**src/rtl/usb_pkg.sv**
```systemverilog
// Shared USB transmit definitions: packet kinds, PID nibbles, SYNC byte, CRC16 constants
// and the dp/dm line-state encodings.
package usb_pkg;

   typedef enum logic [2:0] {
      PKT_DATA0 = 3'd0,
      PKT_DATA1 = 3'd1,
      PKT_ACK   = 3'd2,
      PKT_NAK   = 3'd3,
      PKT_STALL = 3'd4
   } tx_packet_t;

   localparam logic [3:0] PID_DATA0 = 4'h3;
   localparam logic [3:0] PID_DATA1 = 4'hB;
   localparam logic [3:0] PID_ACK   = 4'h2;
   localparam logic [3:0] PID_NAK   = 4'hA;
   localparam logic [3:0] PID_STALL = 4'hE;

   localparam logic [7:0]  SYNC_BYTE  = 8'h80;
   localparam logic [15:0] CRC16_POLY = 16'h8005;
   localparam logic [15:0] CRC16_INIT = 16'hFFFF;

   // {dp, dm}
   localparam logic [1:0] J   = 2'b10;
   localparam logic [1:0] K   = 2'b01;
   localparam logic [1:0] SE0 = 2'b00;

   function automatic logic [15:0] bitrev16(input logic [15:0] v);
      logic [15:0] r;
      r = '0;
      for (int i = 0; i < 16; i++) r[i] = v[15-i];
      return r;
   endfunction

   function automatic logic [7:0] pid_byte(input logic [2:0] pkt);
      logic [3:0] p;
      case (pkt)
         PKT_DATA0: p = PID_DATA0;
         PKT_DATA1: p = PID_DATA1;
         PKT_ACK:   p = PID_ACK;
         PKT_NAK:   p = PID_NAK;
         default:   p = PID_STALL;
      endcase
      return {~p, p};
   endfunction

endpackage

```
**src/rtl/usb_tx_nrzi_stuffer.sv**
```systemverilog
// Line encoder: NRZI-encodes one bit per strobe, inserts stuffed zeros after six ones,
// and can override the line with SE0 or J for the end-of-packet.
module usb_tx_nrzi_stuffer
   import usb_pkg::*;
(
   input  logic clk,
   input  logic n_rst,
   input  logic i_bit_vld,
   input  logic i_bit,
   input  logic i_clr,
   input  logic i_stuff_en,
   input  logic i_force_se0,
   input  logic i_force_j,
   output logic o_stall,
   output logic o_dp,
   output logic o_dm
);

   logic [2:0] r_ones;
   logic       r_lvl;
   logic [1:0] r_line;
   logic       w_lvl_base;
   logic       w_lvl_nxt;
   logic [2:0] w_ones_base;

   // A start restarts from idle J with an empty ones run.
   assign w_lvl_base  = i_clr ? 1'b1 : r_lvl;
   assign w_ones_base = i_clr ? 3'd0 : r_ones;
   assign w_lvl_nxt   = i_bit ? w_lvl_base : ~w_lvl_base;
   assign o_stall     = i_stuff_en && (r_ones == 3'd6);

   always_ff @(posedge clk or negedge n_rst) begin
      if (!n_rst) begin
         r_ones <= '0;
         r_lvl  <= 1'b1;
         r_line <= J;
      end else if (i_bit_vld) begin
         if (o_stall) begin
            r_lvl  <= ~r_lvl;
            r_ones <= '0;
            r_line <= r_lvl ? K : J;
         end else if (i_force_se0) begin
            r_line <= SE0;
         end else if (i_force_j) begin
            r_lvl  <= 1'b1;
            r_line <= J;
         end else begin
            r_lvl  <= w_lvl_nxt;
            r_line <= w_lvl_nxt ? J : K;
            r_ones <= i_bit ? w_ones_base + 3'd1 : 3'd0;
         end
      end
   end

   assign o_dp = r_line[1];
   assign o_dm = r_line[0];

endmodule

```
**src/rtl/usb_tx_packetizer.sv**
```systemverilog
// USB full-speed transmit engine: SYNC, PID, optional payload, CRC16 and EOP onto dp/dm,
// fetching payload bytes from the endpoint FIFO one bit time ahead of use.
module usb_tx_packetizer
   import usb_pkg::*;
#(
   parameter int CLKS_PER_BIT = 8,
   parameter int MAX_PAYLOAD  = 64,
   parameter int OCC_W        = 7
)(
   input  logic             clk,
   input  logic             n_rst,
   input  logic             tx_start,
   input  logic [2:0]       tx_packet,
   input  logic [OCC_W-1:0] buffer_occupancy,
   input  logic [7:0]       tx_packet_data,
   output logic             get_tx_packet_data,
   output logic             dp,
   output logic             dm,
   output logic             tx_transfer_active,
   output logic             tx_done,
   output logic             tx_error
);

   localparam int          TMR_W        = $clog2(CLKS_PER_BIT);
   localparam logic [15:0] CRC_POLY_REF = bitrev16(CRC16_POLY);

   typedef enum logic [2:0] {
      S_IDLE, S_SYNC, S_PID, S_DATA, S_CRC_LO, S_CRC_HI, S_EOP
   } tx_state_t;

   tx_state_t        r_state, w_state_nxt;
   logic [TMR_W-1:0] r_tmr;
   logic [2:0]       r_bitcnt;
   logic [7:0]       r_shift;
   logic [OCC_W-1:0] r_len;
   logic [15:0]      r_crc;
   logic             r_is_data, r_get, r_cap, r_err;

   logic w_bnd, w_is_data_req, w_bad, w_stall, w_stuff_en;
   logic w_accept, w_reject, w_step, w_fetch;
   logic w_bit_vld, w_bit, w_clr, w_force_se0, w_force_j, w_crc_fb;

   assign w_bnd         = (r_state != S_IDLE) && (r_tmr == TMR_W'(CLKS_PER_BIT-1));
   assign w_is_data_req = (tx_packet == PKT_DATA0) || (tx_packet == PKT_DATA1);
   assign w_bad         = (tx_packet > 3'd4) ||
                          (w_is_data_req && (buffer_occupancy > OCC_W'(MAX_PAYLOAD)));
   // The first EOP slot still admits a stuffed bit owed by the last CRC bit.
   assign w_stuff_en    = (r_state inside {S_PID, S_DATA, S_CRC_LO, S_CRC_HI}) ||
                          ((r_state == S_EOP) && (r_bitcnt == 3'd0));
   assign w_crc_fb      = r_crc[0] ^ r_shift[0];

   always_ff @(posedge clk or negedge n_rst) begin
      if (!n_rst) r_state <= S_IDLE;
      else        r_state <= w_state_nxt;
   end

   // r_bitcnt indexes the next bit to emit; emission happens at each bit boundary.
   always_comb begin
      w_state_nxt = r_state;
      w_accept    = 1'b0;
      w_reject    = 1'b0;
      w_step      = 1'b0;
      w_fetch     = 1'b0;
      w_bit_vld   = 1'b0;
      w_bit       = 1'b1;
      w_clr       = 1'b0;
      w_force_se0 = 1'b0;
      w_force_j   = 1'b0;
      if (r_state == S_IDLE) begin
         if (tx_start) begin
            if (w_bad) begin
               w_reject = 1'b1;
            end else begin
               w_accept    = 1'b1;
               w_state_nxt = S_SYNC;
               w_bit_vld   = 1'b1;
               w_bit       = SYNC_BYTE[0];
               w_clr       = 1'b1;
            end
         end
      end else if (w_bnd) begin
         w_bit_vld = 1'b1;
         if (!w_stall) begin
            w_step = 1'b1;
            case (r_state)
               S_SYNC:             w_bit = SYNC_BYTE[r_bitcnt];
               S_PID, S_DATA:      w_bit = r_shift[0];
               S_CRC_LO, S_CRC_HI: w_bit = ~r_crc[0];
               S_EOP: begin
                  w_force_se0 = (r_bitcnt < 3'd2);
                  w_force_j   = (r_bitcnt == 3'd2);
                  w_bit_vld   = (r_bitcnt != 3'd3);
                  if (r_bitcnt == 3'd3) w_state_nxt = S_IDLE;
               end
               default: ;
            endcase
            if (r_bitcnt == 3'd7) begin
               case (r_state)
                  S_SYNC: w_state_nxt = S_PID;
                  S_PID, S_DATA: begin
                     if (r_is_data && (r_len != '0)) begin
                        w_fetch     = 1'b1;
                        w_state_nxt = S_DATA;
                     end else if (r_is_data) begin
                        w_state_nxt = S_CRC_LO;
                     end else begin
                        w_state_nxt = S_EOP;
                     end
                  end
                  S_CRC_LO: w_state_nxt = S_CRC_HI;
                  S_CRC_HI: w_state_nxt = S_EOP;
                  default: ;
               endcase
            end
         end
      end
   end

   always_ff @(posedge clk or negedge n_rst) begin
      if (!n_rst) begin
         r_tmr     <= '0;
         r_bitcnt  <= '0;
         r_shift   <= '0;
         r_len     <= '0;
         r_crc     <= '0;
         r_is_data <= 1'b0;
         r_get     <= 1'b0;
         r_cap     <= 1'b0;
         r_err     <= 1'b0;
      end else begin
         r_err <= w_reject;
         r_get <= w_fetch;
         r_cap <= r_get;
         if ((r_state == S_IDLE) || w_bnd) r_tmr <= '0;
         else                              r_tmr <= r_tmr + 1'b1;
         if (w_fetch) r_len <= r_len - 1'b1;
         if (w_accept) begin
            r_bitcnt  <= 3'd1;
            r_shift   <= pid_byte(tx_packet);
            r_crc     <= CRC16_INIT;
            r_is_data <= w_is_data_req;
            r_len     <= w_is_data_req ? buffer_occupancy : '0;
         end else if (r_cap) begin
            r_shift <= tx_packet_data;
         end else if (w_step) begin
            r_bitcnt <= r_bitcnt + 3'd1;
            case (r_state)
               S_PID: r_shift <= r_shift >> 1;
               S_DATA: begin
                  r_shift <= r_shift >> 1;
                  r_crc   <= (r_crc >> 1) ^ (w_crc_fb ? CRC_POLY_REF : 16'h0000);
               end
               S_CRC_LO, S_CRC_HI: r_crc <= r_crc >> 1;
               default: ;
            endcase
         end
      end
   end

   usb_tx_nrzi_stuffer u_nrzi (
      .clk         (clk),
      .n_rst       (n_rst),
      .i_bit_vld   (w_bit_vld),
      .i_bit       (w_bit),
      .i_clr       (w_clr),
      .i_stuff_en  (w_stuff_en),
      .i_force_se0 (w_force_se0),
      .i_force_j   (w_force_j),
      .o_stall     (w_stall),
      .o_dp        (dp),
      .o_dm        (dm)
   );

   assign get_tx_packet_data = r_get;
   assign tx_error           = r_err;
   assign tx_transfer_active = (r_state != S_IDLE);
   assign tx_done            = (r_state == S_EOP) && (r_bitcnt == 3'd3) &&
                               (r_tmr == TMR_W'(CLKS_PER_BIT-1));

endmodule

```
**config.mk**
```make
export PLATFORM = sky130hd
export DESIGN_NAME = usb_tx_packetizer
export DESIGN_NICKNAME = d
export VERILOG_FILES = /design/src/rtl/usb_pkg.sv /design/src/rtl/usb_tx_nrzi_stuffer.sv /design/src/rtl/usb_tx_packetizer.sv
export SDC_FILE = /design/constraint.sdc
export NUM_CORES = 1
export LEC_CHECK = 0
export ABC_AREA = 0
export BUFFER_PORTS_ARGS = -buffer_cell sky130_fd_sc_hd__buf_2
export CORE_ASPECT_RATIO = 0.8
export CORE_UTILIZATION = 45
export DETAILED_ROUTE_END_ITERATION = 10
export GPL_ROUTABILITY_DRIVEN = 0
export HOLD_SLACK_MARGIN = 0.02
export PLACE_DENSITY = 0.66
export SLEW_MARGIN = 5
export SYNTH_ARGS = -nofsm -noshare
export SYNTH_HDL_FRONTEND = slang
export SYNTH_SLANG_ARGS = --single-unit
export TNS_END_PERCENT = 100
```
**constraint.sdc**
```tcl
create_clock -name clk -period 2.4 [get_ports clk]
set_clock_uncertainty 0.1 [all_clocks]
set_input_delay 0.12 -clock clk [delete_from_list [all_inputs] [get_ports clk]]
set_output_delay 0.12 -clock clk [all_outputs]
set_load 0.01 [all_outputs]
```
**After elaboration in Yosys (flattened, before gate mapping)**

Memory sizes are Yosys's and may differ from the RTL's.
Cells that the tools add are included.

- Logic and storage cells: 157
- Bits in read-only memories: 8
- Bits in registers: 50
- Output and inout bits: 6
- Memories: 1

- Muxes and demuxes: 77
- Add/sub/neg operators: 4
- Reductions and logical operators: 31
- Equal/unequal tests: 21
- Order comparisons: 4
- Bitwise operators: 6

Memory list:

| name | depth | width | rd ports | clocked after Yosys merged registers in | wr ports | line | RTL |
|---|---|---|---|---|---|---|---|
| (name not given) | 8 | 1 | 1 | 0 | 0 | usb_tx_packetizer.sv:86 | `S_SYNC: w_bit = SYNC_BYTE[r_bitcnt];` |

Operator list:

| operator | number |
|---|---|
| 16-bit two-way mux | 4 |
| 3-bit two-way mux | 18 |
| 1-bit two-way mux | 37 |
| 8-bit two-way mux | 4 |
| 16-bit case mux with 2 select lines | 1 |
| 7-bit two-way mux | 3 |
| 3-bit by 2-bit equality test with 1-bit output (second input constant) | 6 |
| 3-bit equality test (second input constant) | 6 |
| 4-bit case mux with 4 select lines | 1 |
| 15-bit by 16-bit bitwise XOR with 16-bit output | 1 |
| 2-bit two-way mux | 6 |
| 3-bit case mux with 4 select lines | 1 |
| 3-bit nonzero test | 4 |
| 3-bit by 1-bit adder with 3-bit output (second input constant) | 3 |
| 3-bit zero test | 3 |
| 2-bit != test (second input constant) | 4 |
| 7-bit greater-than comparator (second input constant) | 1 |
| 1-bit logical AND | 7 |
| 7-bit nonzero test | 1 |
| 7-bit by 1-bit subtractor with 7-bit output (second input constant) | 1 |
| 3-bit by 1-bit equality test with 1-bit output (second input constant) | 2 |
| 2-bit AND reduction | 3 |
| 3-bit AND reduction | 2 |
| 2-bit nonzero test | 3 |
| 14 further kinds | 21 |

**Depth between registers and ports, before layout**

- Depth after elaboration: 14
- Mapped depth: 9

**Cells and area by module**

A second synthesis with hierarchy kept.

- Cell total of the unflattened synthesis: 294
- Area, all modules: 2822.7 um2

By module, submodules not included:

| module | cells an instance | area an instance (um2) | seq. area each (um2) | times used |
|---|---|---|---|---|
| usb_tx_packetizer | 261 | 2457.4 | 1101.1 | 1 |
| usb_tx_nrzi_stuffer | 33 | 365.4 | 152.6 | 1 |

**Worst setup path after synthesis**

OpenSTA, ideal clock, no wires.

- Kind: register to register
- Start point: register r_state[0]
- End point: register u_nrzi.r_ones[2]
- Period minus slack after synthesis: 2.292 ns
- Data required time: 2.176 ns
- Arrival: 2.068 ns
- Library setup time: 0.124 ns
- Setup slack: 0.108 ns
- Cell stages (with the launch flop): 10
- Buffers on the path: 2
- Path through: dfrtp_1 -> buf_2 -> nor3_2 -> nand2_1 -> nor2_1 -> buf_2 -> nor2_1 -> ha_1 -> nor3b_1 -> a211o_1

- Word-level cells in the longest chain between the ends: 11

Ends and longest elaborated chain:

| item | line | RTL |
|---|---|---|
| from (decl) | usb_tx_packetizer.sv:31 | `tx_state_t r_state, w_state_nxt;` |
| from (signal assigned) | usb_tx_packetizer.sv:54 | `else r_state <= w_state_nxt;` |
| 3-bit by 2-bit equality test with 1-bit output, or another cell as far along | usb_tx_packetizer.sv:48, usb_tx_packetizer.sv:85 |  |
| 4-bit nonzero test or 1-bit logical AND (tied branches) | usb_tx_packetizer.sv:48, usb_tx_packetizer.sv:49 |  |
| 1-bit logical OR | usb_tx_packetizer.sv:48 | `assign w_stuff_en = (r_state inside {S_PID, S_DATA, S_CRC_LO, S_CRC_HI}) \|\|` |
| 1-bit logical AND | usb_tx_nrzi_stuffer.sv:30 | `assign o_stall = i_stuff_en && (r_ones == 3'd6);` |
| 1-bit two-way mux | usb_tx_packetizer.sv:83 | `if (!w_stall) begin` |
| 1-bit two-way mux | usb_tx_packetizer.sv:81 | `end else if (w_bnd) begin` |
| 1-bit two-way mux | usb_tx_packetizer.sv:69 | `if (r_state == S_IDLE) begin` |
| 3-bit two-way mux | usb_tx_nrzi_stuffer.sv:50 | `r_ones <= i_bit ? w_ones_base + 3'd1 : 3'd0;` |
| 3-bit two-way mux | usb_tx_nrzi_stuffer.sv:44 | `end else if (i_force_j) begin` |
| 3-bit two-way mux | usb_tx_nrzi_stuffer.sv:42 | `end else if (i_force_se0) begin` |
| 3-bit two-way mux | usb_tx_nrzi_stuffer.sv:38 | `if (o_stall) begin` |
| to (signal assigned) | usb_tx_nrzi_stuffer.sv:50 |  |
| to (decl) | usb_tx_nrzi_stuffer.sv:19 | `logic [2:0] r_ones;` |

Several ways; a longest one is shown, not always the timed one. The select of a mux whose other input is x is not followed.
A chain may end at the register's enable or synchronous reset.

**Worst setup path in the final report**

- Start point: register r_bitcnt[0]
- End point: register u_nrzi.r_lvl

- Word-level cells in the longest chain between the ends: 11

Ends and longest elaborated chain:

| item | line | RTL |
|---|---|---|
| from (decl) | usb_tx_packetizer.sv:33 | `logic [2:0] r_bitcnt;` |
| from (signal assigned) | usb_tx_packetizer.sv:146 | `r_bitcnt <= r_bitcnt + 3'd1;` |
| parallel branches: the longest is 11 deep, another holds memory read 8 x 1 bit | n/a |  |
| to (signal assigned) | usb_tx_nrzi_stuffer.sv:39 | `r_lvl <= ~r_lvl;` |
| to (signal assigned) | usb_tx_nrzi_stuffer.sv:48 | `r_lvl <= w_lvl_nxt;` |
| to (decl) | usb_tx_nrzi_stuffer.sv:20 | `logic r_lvl;` |

Several ways; the timed one is not identified. The select of a mux whose other input is x is not followed.

==> results.cfg <==
[grt]
grt_pass1_vias = 2098
grt_antenna_before_repair = 0
grt_max_degree = 41
grt_overflow_total = 0
track_usage_pct = 20.53
met2_usage_pct = 29.86
busiest_layer = met1
grt.met1_usage_pct = 30.72
use_met3_pct = 3.456
grt_pass1_wl_um = 9894

[timing]
drv_slew = 0
fmax_mhz = 425.9
worst_slack_ns = 0.05191
finalCritPeriodShare_pct = 97.84
setup-violations-final = 0
whs_ns = 0.03825
hold_viol = 0
worst-slew-pin-transition_ns = 0.6316
relSlewSlack_pct = 57.74
rsz0062_at_grt = yes
min_period_ns = 2.348

[logic_synthesis]
synth.distinct_cells = 58
yosys.area.top_type = dfrtp_1
avgSynthCellArea_um2 = 10.27
async_flop_share_pct = 100.0
ys.flop_type = dfrtp_1
syn_nets = 296
netlist_instances = 267
seq_area_frac_synth_pct = 45.71
synth_area_leaders = dfrtp_1 (44%), mux2i_1 (10%), nand2_1 (4.4%)
ys_ff_latch = 50
synth_edf_count = 0
netlist_area_um2 = 2743
yosysTopAreaCellShare_pct = 43.80
synth_warnings = 0

[route]
dr.pass1.iters = 4
drt_iter0_drc = 126
wl_per_cell_um = 15.16
via_count = 2187
detail_route.vias_per_cell = 5.509
wirelength_um = 6020
final_antenna_net_count = 0
post-route-drc-count = 0

[run_status]
status = complete, no violations

[critical_path]
path_max_fanout = 6
critPathRequiredTime_ns = 2.55
start_kind = register
crit_arrival_ns = 2.50
worstSetupPathType = reg -> reg
end_kind = register

[power]
powerDensity_nw_per_um2 = 457.2
ir_drop_uv = 275.9
clkPwrFrac_pct = 40.2
p_total_mw = 1.510
seqPwrFrac_pct = 55.7
switching_share_pct = 20.38
leakagePower_nw = 1.378
pwr-share-comb_pct = 4.1
p_sw_mw = 0.3077
p_int_mw = 1.202

[finish]
syn2layout_area_growth_pct = 20.44
antenna_cells = 0
nets = 345
nFillCells = 543
drive_above_1_share_pct = 24.05

[clock_tree]
cts_tree = done
cts_buffers = 5
cts_root_buf = clkbuf_8
clk_pin_slew_ns = 0.09
clock-sinks = 50
cts_buffer_depth = 2
cts-htree-levels = 2
clk_latency_ns = 0.30

[floorplanning]
die_area_um2 = 6413
initial_core_util_pct = 46.64
core_area_um2 = 5881
num_io_pins = 27
die_h_um = 71.83
num_rows = 25
dieWidth_um = 89.29

[placement]
io_buffers = 26
hpwl_um = 4105
pre_cts_ws_ns = 0.09078

[min_path]
min_path_type = in -> reg

[flow_run]
maxCapViolations = 0
-- cell usage in the layout (no fill, tap or decap), types with 5 or more instances in the layout --
| cell | count |
|---|---|
| buf_2 | 26 |
| dlygate4sd3_1 | 9 |
| clkbuf_8 | 6 |
| nor3b_1 | 5 |
| ha_1 | 8 |
| buf_4 | 21 |
| inv_1 | 9 |
| a21oi_1 | 6 |
| o21ai_0 | 12 |
| mux2_2 | 6 |
| nand2_1 | 32 |
| nor3_1 | 8 |
| mux2i_1 | 28 |
| dfrtp_1 | 48 |
| nor2_1 | 16 |
-- cell families (layout without fill, tap and decap cells) --
logic type	after synthesis	after routing	share of synthesized area [%]
muxes	35	35	13.23
DFF	50	50	45.71
adders and majority gates	8	8	3.650
AOI/OAI and AO/OA	51	51	14.14
and+or+nand+nor	93	93	17.29
xor gates and xnor gates	7	7	2.235
buffers and inverters	23	72	3.741
-- per-layer routing --
| layer | up-vias | part of all wire, % |
|---|---|---|
| li1 | 1065 | - |
| met1 | 1056 | 51 |
| met5 | - | 0 |
| met2 | 59 | 43 |
| met3 | 7 | 4.5 |
| met4 | 0 | 1.3 |
-- power groups by stage --
stage | sequential (mW) | combinational (mW) | clock, mW
finish | 0.842 | 0.0617 | 0.607
global route | 0.842 | 0.0703 | 0.655
CTS | 0.842 | 0.0633 | 0.631
detailed placement | 0.858 | 0.0516 | 0
global placement | 0.858 | 0.0509 | 0
floorplan | 0.859 | 0.00979 | 0
-- Yosys cell counts, drive strengths merged, types with 6 or more instances --
master,number
dfrtp,48
nand2,32
mux2i,28
nor2,16
o21ai,12
buf,10
inv,9
nor3,9
ha,8
mux2,7
a21oi,6
-- state kept, by name, summed over array words and instances, names as in the netlist --
signal / count
u_nrzi.r_lvl: 1
r_is_data: 1
r_bitcnt: 3
tx_error: 1
get_tx_packet_data: 1
r_tmr: 3
r_len: 7
u_nrzi.r_line: 2
r_crc: 16
r_state: 3
u_nrzi.r_ones: 3
r_shift: 8
r_cap: 1
-- path summary, 6_finish.rpt --
kind / from / slack, ns / endpoint / cells after the start
setup / recovery: r_bitcnt[0] / 0.05 / u_nrzi.r_lvl / 7
hold / removal: tx_packet[0] / 0.04 / r_shift[3] / 3
setup reg to reg: r_bitcnt[0] / 0.05 / u_nrzi.r_lvl / 7
hold reg to reg: get_tx_packet_data / 0.33 / r_cap / 0
max in group asynchronous: n_rst / 1.28 / u_nrzi.r_lvl / 3
min in group asynchronous: n_rst / 0.11 / r_shift[7] / 2
-- final cells by class --
class / instances / area, µm² / share of cell area (%)
Multi-Input combinational cell: 194 / 1424 / 43.11
Clock inverter: 1 / 30.03 / 0.9091
Clock buffer: 6 / 82.58 / 2.500
Timing Repair Buffer: 56 / 377.9 / 11.44
Sequential cell: 50 / 1254 / 37.95
Inverter: 9 / 33.78 / 1.023
Tap cell: 81 / 101.3 / 3.068
-- worst max-delay path, cell delays in order (launching register included) --
cell and delay (ns):
dfrtp_1 0.44, inv_1 0.08, ha_1 0.15, or3b_4 0.42, a211o_4 0.35, mux2_4 0.32, a311oi_4 0.27, nand2b_4 0.17
-- metrics by stage --
| stage | std cells | setup TNS, ns | utilization, % | area, µm² |
|---|---|---|---|---|
| global route | 397 | -0.02295 | 56.17 | 3303 |
| detailed placement | 379 | 0 | 51.94 | 3054 |
| global placement | 379 | 0 | 51.94 | 3054 |
| CTS | 395 | 0 | 55.38 | 3257 |
| finish | 397 | 0 | 56.17 | 3303 |
| floorplan | 267 | 0 | - | 2743 |
-- repair_timing --
item,4_1_cts,5_1_grt
hold buffers,9,0
buffers inserted,0,2
gates resized for setup,0,5
setup endpoints to repair,0,5
hold endpoints to repair,18,0
Power figures use the tool's default switching activity.
